**src/rtl/qlearn_episode_ctrl.sv**
```systemverilog
// ---------------------------------------------------------------------------
// qlearn_episode_ctrl
//
// Episode sequencer for a 4-stage Q-learning update pipeline. It issues one
// action per cycle during an episode, chooses between an exploring action
// from an internal LFSR and the datapath's greedy action (epsilon-greedy),
// and ends an episode on the goal state, a step limit or an abort. After an
// episode ends it drains the in-flight updates and then either restarts the
// pipeline for the next episode or finishes the run.
//
// Ports
//   clk            clock
//   rst            synchronous active-high reset
//   start          1-cycle pulse, begins a run (only honoured in IDLE)
//   abort          ends the run; the pipeline is drained before DONE
//   num_episodes   episodes per run, latched on start
//   max_steps      step limit per episode, latched on start (0 acts as 1)
//   epsilon        explore when lfsr[7:0] < epsilon
//   greedy_action  argmax action at the current state, from the datapath
//   cur_state      pipeline's current state s
//   action         registered action to the pipeline
//   action_valid   action is a real step this cycle
//   pipe_rst       1-cycle pulse that resets the pipeline state to 0
//   busy           high whenever the controller is not IDLE
//   done           1-cycle pulse at the end of a run
//   episode_cnt    completed episodes in the current run
//   step_cnt       actions issued in the current episode
//
// Timing notes
//   The action for a RUN cycle is selected in the cycle before it and loaded
//   on the clock edge that enters that RUN cycle, so action_valid is high in
//   exactly the RUN cycles. step_cnt counts the action currently on the bus.
//   done is raised on the edge that leaves DONE, so it appears in the first
//   IDLE cycle after the run (two cycles after start for a zero-episode run).
// ---------------------------------------------------------------------------
module qlearn_episode_ctrl #(
    parameter int          PIPE_DEPTH = 4,
    parameter int          STEP_W     = 10,
    parameter int          EP_W       = 12,
    parameter logic [5:0]  TERM_STATE = 6'b111111,
    parameter logic [15:0] LFSR_SEED  = 16'hACE1
) (
    input  logic              clk,
    input  logic              rst,
    input  logic              start,
    input  logic              abort,
    input  logic [EP_W-1:0]   num_episodes,
    input  logic [STEP_W-1:0] max_steps,
    input  logic [7:0]        epsilon,
    input  logic [1:0]        greedy_action,
    input  logic [5:0]        cur_state,
    output logic [1:0]        action,
    output logic              action_valid,
    output logic              pipe_rst,
    output logic              busy,
    output logic              done,
    output logic [EP_W-1:0]   episode_cnt,
    output logic [STEP_W-1:0] step_cnt
);

    localparam int DCW = (PIPE_DEPTH > 1) ? $clog2(PIPE_DEPTH) : 1;

    typedef enum logic [2:0] {
        S_IDLE,
        S_INIT,
        S_RUN,
        S_DRAIN,
        S_RESTART,
        S_DONE
    } state_t;

    state_t            state;
    state_t            next_state;

    logic [15:0]       lfsr;
    logic [15:0]       lfsr_next;
    logic [1:0]        sel_action;
    logic              explore;

    logic [EP_W-1:0]   lim_episodes;
    logic [STEP_W-1:0] lim_steps;
    logic              aborted;
    logic [DCW-1:0]    drain_cnt;

    logic              episode_end;
    logic              drain_last;
    logic              abort_seen;
    logic              finish_run;

    // Fibonacci LFSR step (taps 16,14,13,11, feedback into bit 0) and the
    // epsilon-greedy choice, both taken from the current (pre-advance) value.
    always_comb begin
        lfsr_next  = {lfsr[14:0], lfsr[15] ^ lfsr[13] ^ lfsr[12] ^ lfsr[10]};
        explore    = (lfsr[7:0] < epsilon);
        sel_action = explore ? lfsr[9:8] : greedy_action;
    end

    // Decision terms shared by the next-state logic and the datapath
    // registers. An abort arriving in the last drain cycle still counts,
    // and the episode comparison is one bit wider so it cannot wrap.
    always_comb begin
        episode_end = (cur_state == TERM_STATE) || (step_cnt == lim_steps) || abort;
        drain_last  = (drain_cnt == DCW'(PIPE_DEPTH - 1));
        abort_seen  = aborted || abort;
        finish_run  = abort_seen ||
                      (({1'b0, episode_cnt} + {{EP_W{1'b0}}, 1'b1}) == {1'b0, lim_episodes});
    end

    // State register.
    always_ff @(posedge clk) begin
        if (rst) begin
            state <= S_IDLE;
        end else begin
            state <= next_state;
        end
    end

    // Next-state logic for the episode sequence.
    always_comb begin
        next_state = state;
        case (state)
            S_IDLE: begin
                if (start) begin
                    next_state = (num_episodes == '0) ? S_DONE : S_INIT;
                end
            end
            S_INIT:    next_state = S_RUN;
            S_RUN: begin
                if (episode_end) begin
                    next_state = S_DRAIN;
                end
            end
            S_DRAIN: begin
                if (drain_last) begin
                    next_state = finish_run ? S_DONE : S_RESTART;
                end
            end
            S_RESTART: next_state = S_RUN;
            S_DONE:    next_state = S_IDLE;
            default:   next_state = S_IDLE;
        endcase
    end

    // Outputs decoded purely from the state register.
    always_comb begin
        busy     = (state != S_IDLE);
        pipe_rst = (state == S_INIT) || (state == S_RESTART);
    end

    // Datapath registers: LFSR, action bus, counters, latched limits and the
    // abort flag. Anything that feeds the next RUN cycle is loaded on the
    // edge that enters RUN, so the LFSR only moves when a step is issued.
    always_ff @(posedge clk) begin
        if (rst) begin
            lfsr         <= LFSR_SEED;
            action       <= '0;
            action_valid <= 1'b0;
            done         <= 1'b0;
            episode_cnt  <= '0;
            step_cnt     <= '0;
            lim_episodes <= '0;
            lim_steps    <= '0;
            aborted      <= 1'b0;
            drain_cnt    <= '0;
        end else begin
            action_valid <= (next_state == S_RUN);
            done         <= (state == S_DONE);
            drain_cnt    <= (state == S_DRAIN) ? drain_cnt + DCW'(1) : '0;

            if (next_state == S_RUN) begin
                lfsr     <= lfsr_next;
                action   <= sel_action;
                step_cnt <= step_cnt + STEP_W'(1);
            end

            case (state)
                S_IDLE: begin
                    if (start) begin
                        lim_episodes <= num_episodes;
                        lim_steps    <= (max_steps == '0) ? STEP_W'(1) : max_steps;
                        episode_cnt  <= '0;
                        step_cnt     <= '0;
                        aborted      <= 1'b0;
                    end
                end
                S_RUN: begin
                    if (abort) begin
                        aborted <= 1'b1;
                    end
                end
                S_DRAIN: begin
                    if (abort) begin
                        aborted <= 1'b1;
                    end
                    if (drain_last) begin
                        if (!abort_seen && (episode_cnt != '1)) begin
                            episode_cnt <= episode_cnt + EP_W'(1);
                        end
                        if (!finish_run) begin
                            step_cnt <= '0;
                        end
                    end
                end
                default: begin
                end
            endcase
        end
    end

endmodule

```
**config.mk**
```make
export PLATFORM = sky130hd
export DESIGN_NAME = qlearn_episode_ctrl
export DESIGN_NICKNAME = d
export VERILOG_FILES = /design/src/rtl/qlearn_episode_ctrl.sv
export SDC_FILE = /design/constraint.sdc
export NUM_CORES = 1
export LEC_CHECK = 0
export BUFFER_PORTS_ARGS = -buffer_cell sky130_fd_sc_hd__buf_2
export CAP_MARGIN = 10
export CORE_ASPECT_RATIO = 1.25
export CORE_MARGIN = 2
export CORE_UTILIZATION = 57
export CTS_CLUSTER_SIZE = 12
export DETAILED_ROUTE_END_ITERATION = 10
export PLACE_DENSITY = 0.82
export SETUP_SLACK_MARGIN = 0.2
export SYNTH_ARGS = -nofsm -noshare
export SYNTH_HDL_FRONTEND = slang
export SYNTH_SLANG_ARGS = --single-unit
```
**constraint.sdc**
```tcl
create_clock -name clk -period 4.1 [get_ports clk]
set_input_delay 0.205 -clock clk [delete_from_list [all_inputs] [get_ports clk]]
set_output_delay 0.205 -clock clk [all_outputs]
set_load 0.005 [all_outputs]
```
# After elaboration in Yosys (flattened, before gate mapping)
# Cells that the tools add are included.
totals:
  regBits: 70
  latchBits: 0
  ram_bits: 0
  mem_bits_ro: 0
  inputBits: 42
  out_inout_bits: 28
  n_memories: 0
op_classes:
  n_addsub: 4
  multipliers: 0
  n_div: 0
  n_lt_le_gt_ge: 1
  n_eq_ne: 15
  shift: 0
  n_mux: 20
  n_bitwise: 4
  n_reduce_logical: 19
ops:
  columns: ["op", "count"]
  rows:
  - ["$mux W10", 5]
  - ["$mux W12", 3]
  - ["$pmux W12 S2", 1]
  - ["$pmux W10 S2", 1]
  - ["$add A12 B1 Y13 const B", 1]
  - ["$eq A13 B12 Y1", 1]
  - ["$add A12 B1 Y12 const B", 1]
  - ["$logic_not A12 Y1", 1]
  - ["$mux W3", 4]
  - ["$ne A12 B12 Y1 const B", 1]
  - ["$pmux W3 S4", 1]
  - ["$add A10 B1 Y10 const B", 1]
  - ["$eq A10 B10 Y1", 1]
  - ["$logic_not A10 Y1", 1]
  - ["$eq A3 B2 Y1 const B", 3]
  - ["$lt A8 B8 Y1", 1]
  - ["$eq A3 B3 Y1 const B", 2]
  - ["$eq A6 B6 Y1 const B", 1]
  - ["$reduce_or A2 Y1", 3]
  - ["$logic_or A1 B1 Y1", 5]
  - ["$ne A2 B1 Y1 const B", 2]
  - ["$ne A2 B2 Y1 const B", 2]
  - ["$reduce_and A4 Y1", 1]
  - ["$reduce_bool A2 Y1", 2]
  - ["14 further kinds", 18]

# Logic depth before layout (Yosys ltp)
logic_depth:
  depth_word: 11
  mapped_depth: 9
  depth_no_buf: 8

# Worst setup path before layout
# OpenSTA, ideal clock, no wires.
synth_path:
  kind: "register to register"
  start: "register episode_cnt[0]"
  end: "register state[0]"
  arrival_ns: 2.120
  t_required_ns: 4.021
  slack_ns: 1.900
  path_stages_with_launch: 9
  path_buffers: 0
  synth_period_minus_slack_ns: 2.200
  cell_sequence: "dfxtp_1 > ha_1 > nand2_1 > or3_1 > a21oi_1 > nand4_1 > a2111oi_4 > nand2_1 > a211oi_2"
synth_between:
  elab_chain_len: 6
synth_rtl:
  columns: ["item", "line_no", "rtl"]
  rows:
  - ["from (decl)", "57", "output logic [EP_W-1:0] episode_cnt,"]
  - ["from (signal assigned)", "197", "episode_cnt <= episode_cnt + EP_W'(1);"]
  - ["$add A12 B1 Y13", "106", "(({1'b0, episode_cnt} + {{EP_W{1'b0}}, 1'b1}) == {1'b0, lim_episodes});"]
  - ["$eq A13 B12 Y1", "106", null]
  - ["$logic_or A1 B1 Y1", "105", "finish_run = abort_seen ||"]
  - ["$mux W1", "135", "next_state = finish_run ? S_DONE : S_RESTART;"]
  - ["$mux W3", "134", "if (drain_last) begin"]
  - ["$pmux W3 S4", "121", "case (state)"]
  - ["to (signal assigned)", "114", "state <= next_state;"]
  - ["to (decl)", "72", "state_t state;"]
# Every way passes these cells.
# A chain may end at the register's enable or synchronous reset.

# Worst setup path after layout
layout_path:
  start: "register state[0]"
  end: "register step_cnt[6]"
layout_between:
  elab_chain_len: 8
  word_cells_on_any_way: 16
  classes_between: "eq/ne (5); mux (9); reduce/logical (2)"
layout_rtl:
  columns: ["item", "line_no", "rtl"]
  rows:
  - ["$eq A3 B1 Y1 / $eq A3 B3 Y1 (equally long branches)", "121", null]
  - ["$reduce_or A2 Y1 (no source line)", null, null]
  - ["$pmux W3 S4", "121", null]
  - ["$eq A3 B2 Y1", "170", "if (next_state == S_RUN) begin"]
  - ["$mux W10", "170", null]
  - ["$mux W10", "199", "if (!finish_run) begin"]
  - ["$mux W10", "195", "if (drain_last) begin"]
  - ["$pmux W10 S2 *", "176", "case (state)"]
  - ["to (signal assigned)", "173", "step_cnt <= step_cnt + STEP_W'(1);"]
  - ["to (decl)", "58", "output logic [STEP_W-1:0] step_cnt"]
# Mark *: on every way between the ends. The rest lies on a longest branch, timed or not.

==> results.toml <==
[finish]
finish.instance_area_mm2 = 0.004360
nNetsFinal = 555
antenna_cells = 0
drive_gt1_frac = 0.2067
final_util = 0.7072
syn2layout_area_growth_pct = 19.43

[logic_synthesis]
synth_top_cell_area_share = 0.3838
ys.warnings.count = 0
synthTopCellsByArea = "dfxtp_1, nand2_1, a21oi_1"
synthTopCellsByCount = "dfxtp_1, nand2_1, nor2_1"
ys_seq_area_frac = 0.3838
synth_top_area_cell = "dfxtp_1"
synth_nets = 493
synth_most_common_cell = "dfxtp_1"
synth-seq-cells = 70
yosys_most_used_dff = "dfxtp_1"
yosysUniqueCellTypes = 58
syn-cell-area_mm2 = 0.003651
syn_avg_cell_area_um2 = 8.279
async_flop_share = 0
synth_edf_count = 0
synthCells = 441

[pwr]
pwr_density_cell_mw_per_mm2 = 447.0
netSwitchingFraction = 0.2431
leakage_nw = 1.900
intPower_mw = 1.475
switchingPower_mw = 0.4738
p_comb_frac = 0.157
seqPwrFrac = 0.399
max-vdd-ir-drop_mv = 0.3695
power.clock.fraction = 0.444

[critical_path]
path_max_fanout = 39
critPathLaunchType = "flip-flop"
critPathArrivalTime_ns = 2.85
critPathKind = "reg -> reg"
cp.required_ns = 4.31
cp-end-kind = "flip-flop"

[sta]
finalCriticalPeriod_ns = 2.634
relSlewSlack = 0.3020
tns_ns = 0
setup_viol = 0
holdWs_ns = 0.07928
finalCritPeriodShare = 0.6425
max_freq_mhz = 379.6
clock_skew_ns = 0.01117
rsz0062_at_grt = "no"
worst_pin_slew_ns = 1.047
slew_viol_final = 0
hold_viol = 0

[floorplan]
die_area_mm2 = 0.007066
ios = 70
die_h_um = 93.48
fp.dieW_um = 75.59
core_area_mm2 = 0.006166
initial_core_util = 0.5921
rows = 32

[clocking]
clk_latency_ns = 0.35
cts_buffer_depth = 2
cts_tree = "built"
cts_hold_buf = 0
clk_pin_slew_ns = 0.08
postCtsSetupRepairBufs = 0
cts_buffers = 9
root_buffer = "clkbuf_8"
cts_resized = 0
h-tree-depth = 3
cts_num_sinks = 70

[detailed_routing]
routed-via-count = 3362
wirelength_mm = 8.485
final_antenna_net_count = 0
first_pass_iters = 4
first_iter_violations = 162
avgRoutedWirePerCell_um = 14.31
drc = 0
vias_per_cell = 5.669

[global_routing]
grt_max_degree = 60
grtUsageTotal = 0.2502
overflow = 0
first_global_vias = 3088
grt_pass1_wl_mm = 13.51
antenna_found_initial = 0

[placement]
gp_congestion = 0.9371
place_hpwl_mm = 6.091
placed_area_mm2 = 0.004043
portBuffers = 69

[status]
status = "finished clean"

[worst_hold_path]
hp-class = "in -> reg"

[run]
maxCapViolations = 0
[metrics by stage]
step / power, mW / std cells / setup WS (ns)
after detailed placement: 1.096 / 577 / 1.470
after CTS: 1.959 / 593 / 1.457
final: 1.949 / 593 / 1.466
after floorplan: 1.012 / 441 / 1.900
after global routing: 2.030 / 593 / 1.232
after global placement: 1.084 / 577 / 1.556
[state kept, by name, summed over array words and instances (netlist names)]
register      flops
action            2
state             3
lfsr             16
aborted           1
action_valid      1
lim_episodes     12
lim_steps        10
step_cnt         10
done              1
drain_cnt         2
episode_cnt      12
[placed cells by master, fill, tap and decap left out, types with 4 or more instances in the layout]
| cell | count |
|---|---|
| xor2_1 | 16 |
| or4_1 | 5 |
| ha_1 | 10 |
| nand2_1 | 52 |
| or3_1 | 4 |
| buf_4 | 4 |
| nand3_1 | 7 |
| xnor2_1 | 20 |
| nor4_1 | 10 |
| bufinv_16 | 6 |
| and3_1 | 4 |
| nand2b_1 | 4 |
| a211o_1 | 8 |
| nor2b_1 | 5 |
| o21ai_0 | 14 |
| a31oi_1 | 7 |
| clkbuf_8 | 10 |
| inv_1 | 23 |
| mux2i_1 | 10 |
| a21oi_1 | 36 |
| dfxtp_1 | 70 |
| nand4_1 | 4 |
| nor3_1 | 15 |
| nor2_1 | 48 |
| buf_2 | 69 |
[worst paths after layout]
| kind | startpoint | endpoint | slack, ns | depth (start not counted) |
|---|---|---|---|---|
| setup reg to reg | state[0]$_SDFF_PP0_ | step_cnt[6]$_SDFF_PP0_ | 1.47 | 8 |
| setup / recovery | state[0]$_SDFF_PP0_ | step_cnt[6]$_SDFF_PP0_ | 1.47 | 8 |
| hold / removal | max_steps[6] | lim_steps[6]$_SDFFE_PP0P_ | 0.08 | 2 |
| hold reg to reg | drain_cnt[0]$_SDFF_PP0_ | drain_cnt[0]$_SDFF_PP0_ | 0.44 | 1 |
[cell families after synthesis]
group,synth area share
buf+inv,0.04832
xor+xnor,0.08636
compound gates,0.1686
fa+ha+maj,0.03427
mux,0.02742
simple gates,0.2512
flops,0.3838
[critical path: stages, from the launching register on]
cell and delay, ns:
dfxtp_1 0.48, nor3_2 0.10, nand2_1 0.48, o221ai_2 0.20, a311o_1 0.35, buf_4 0.27, nor4_1 0.39, xnor2_1 0.17
nor2_1 0.06
[cell type report]
type                    instances  area, um^2
fillers                       515        1805
inverters                      23       86.33
flip-flops and latches         70        1401
repair buffers                 73       375.4
multi-input cells             326        2073
clock buffers                  10       137.6
clock inverters                 6       180.2
well taps                      85       106.4
[power groups by stage]
stage               Combinational (mW)  Clock (mW)  Sequential [mW]
finish                           0.307       0.865            0.777
global route                     0.345       0.901            0.784
detailed placement               0.305           0            0.792
floorplan                        0.234           0            0.778
CTS                              0.309       0.873            0.777
global placement                 0.295           0            0.790
[layer usage]
metal	vias to the layer above	part of all wire	GRT usage	wire length [um]
met5	-	0	0	0
met2	78	0.54	0.4333	4540
met3	17	0.045	0.05280	382
met4	0	0.022	0.1067	187
li1	1663	-	-	-
met1	1604	0.40	0.2892	3375
(Power assumes the default switching activity.)
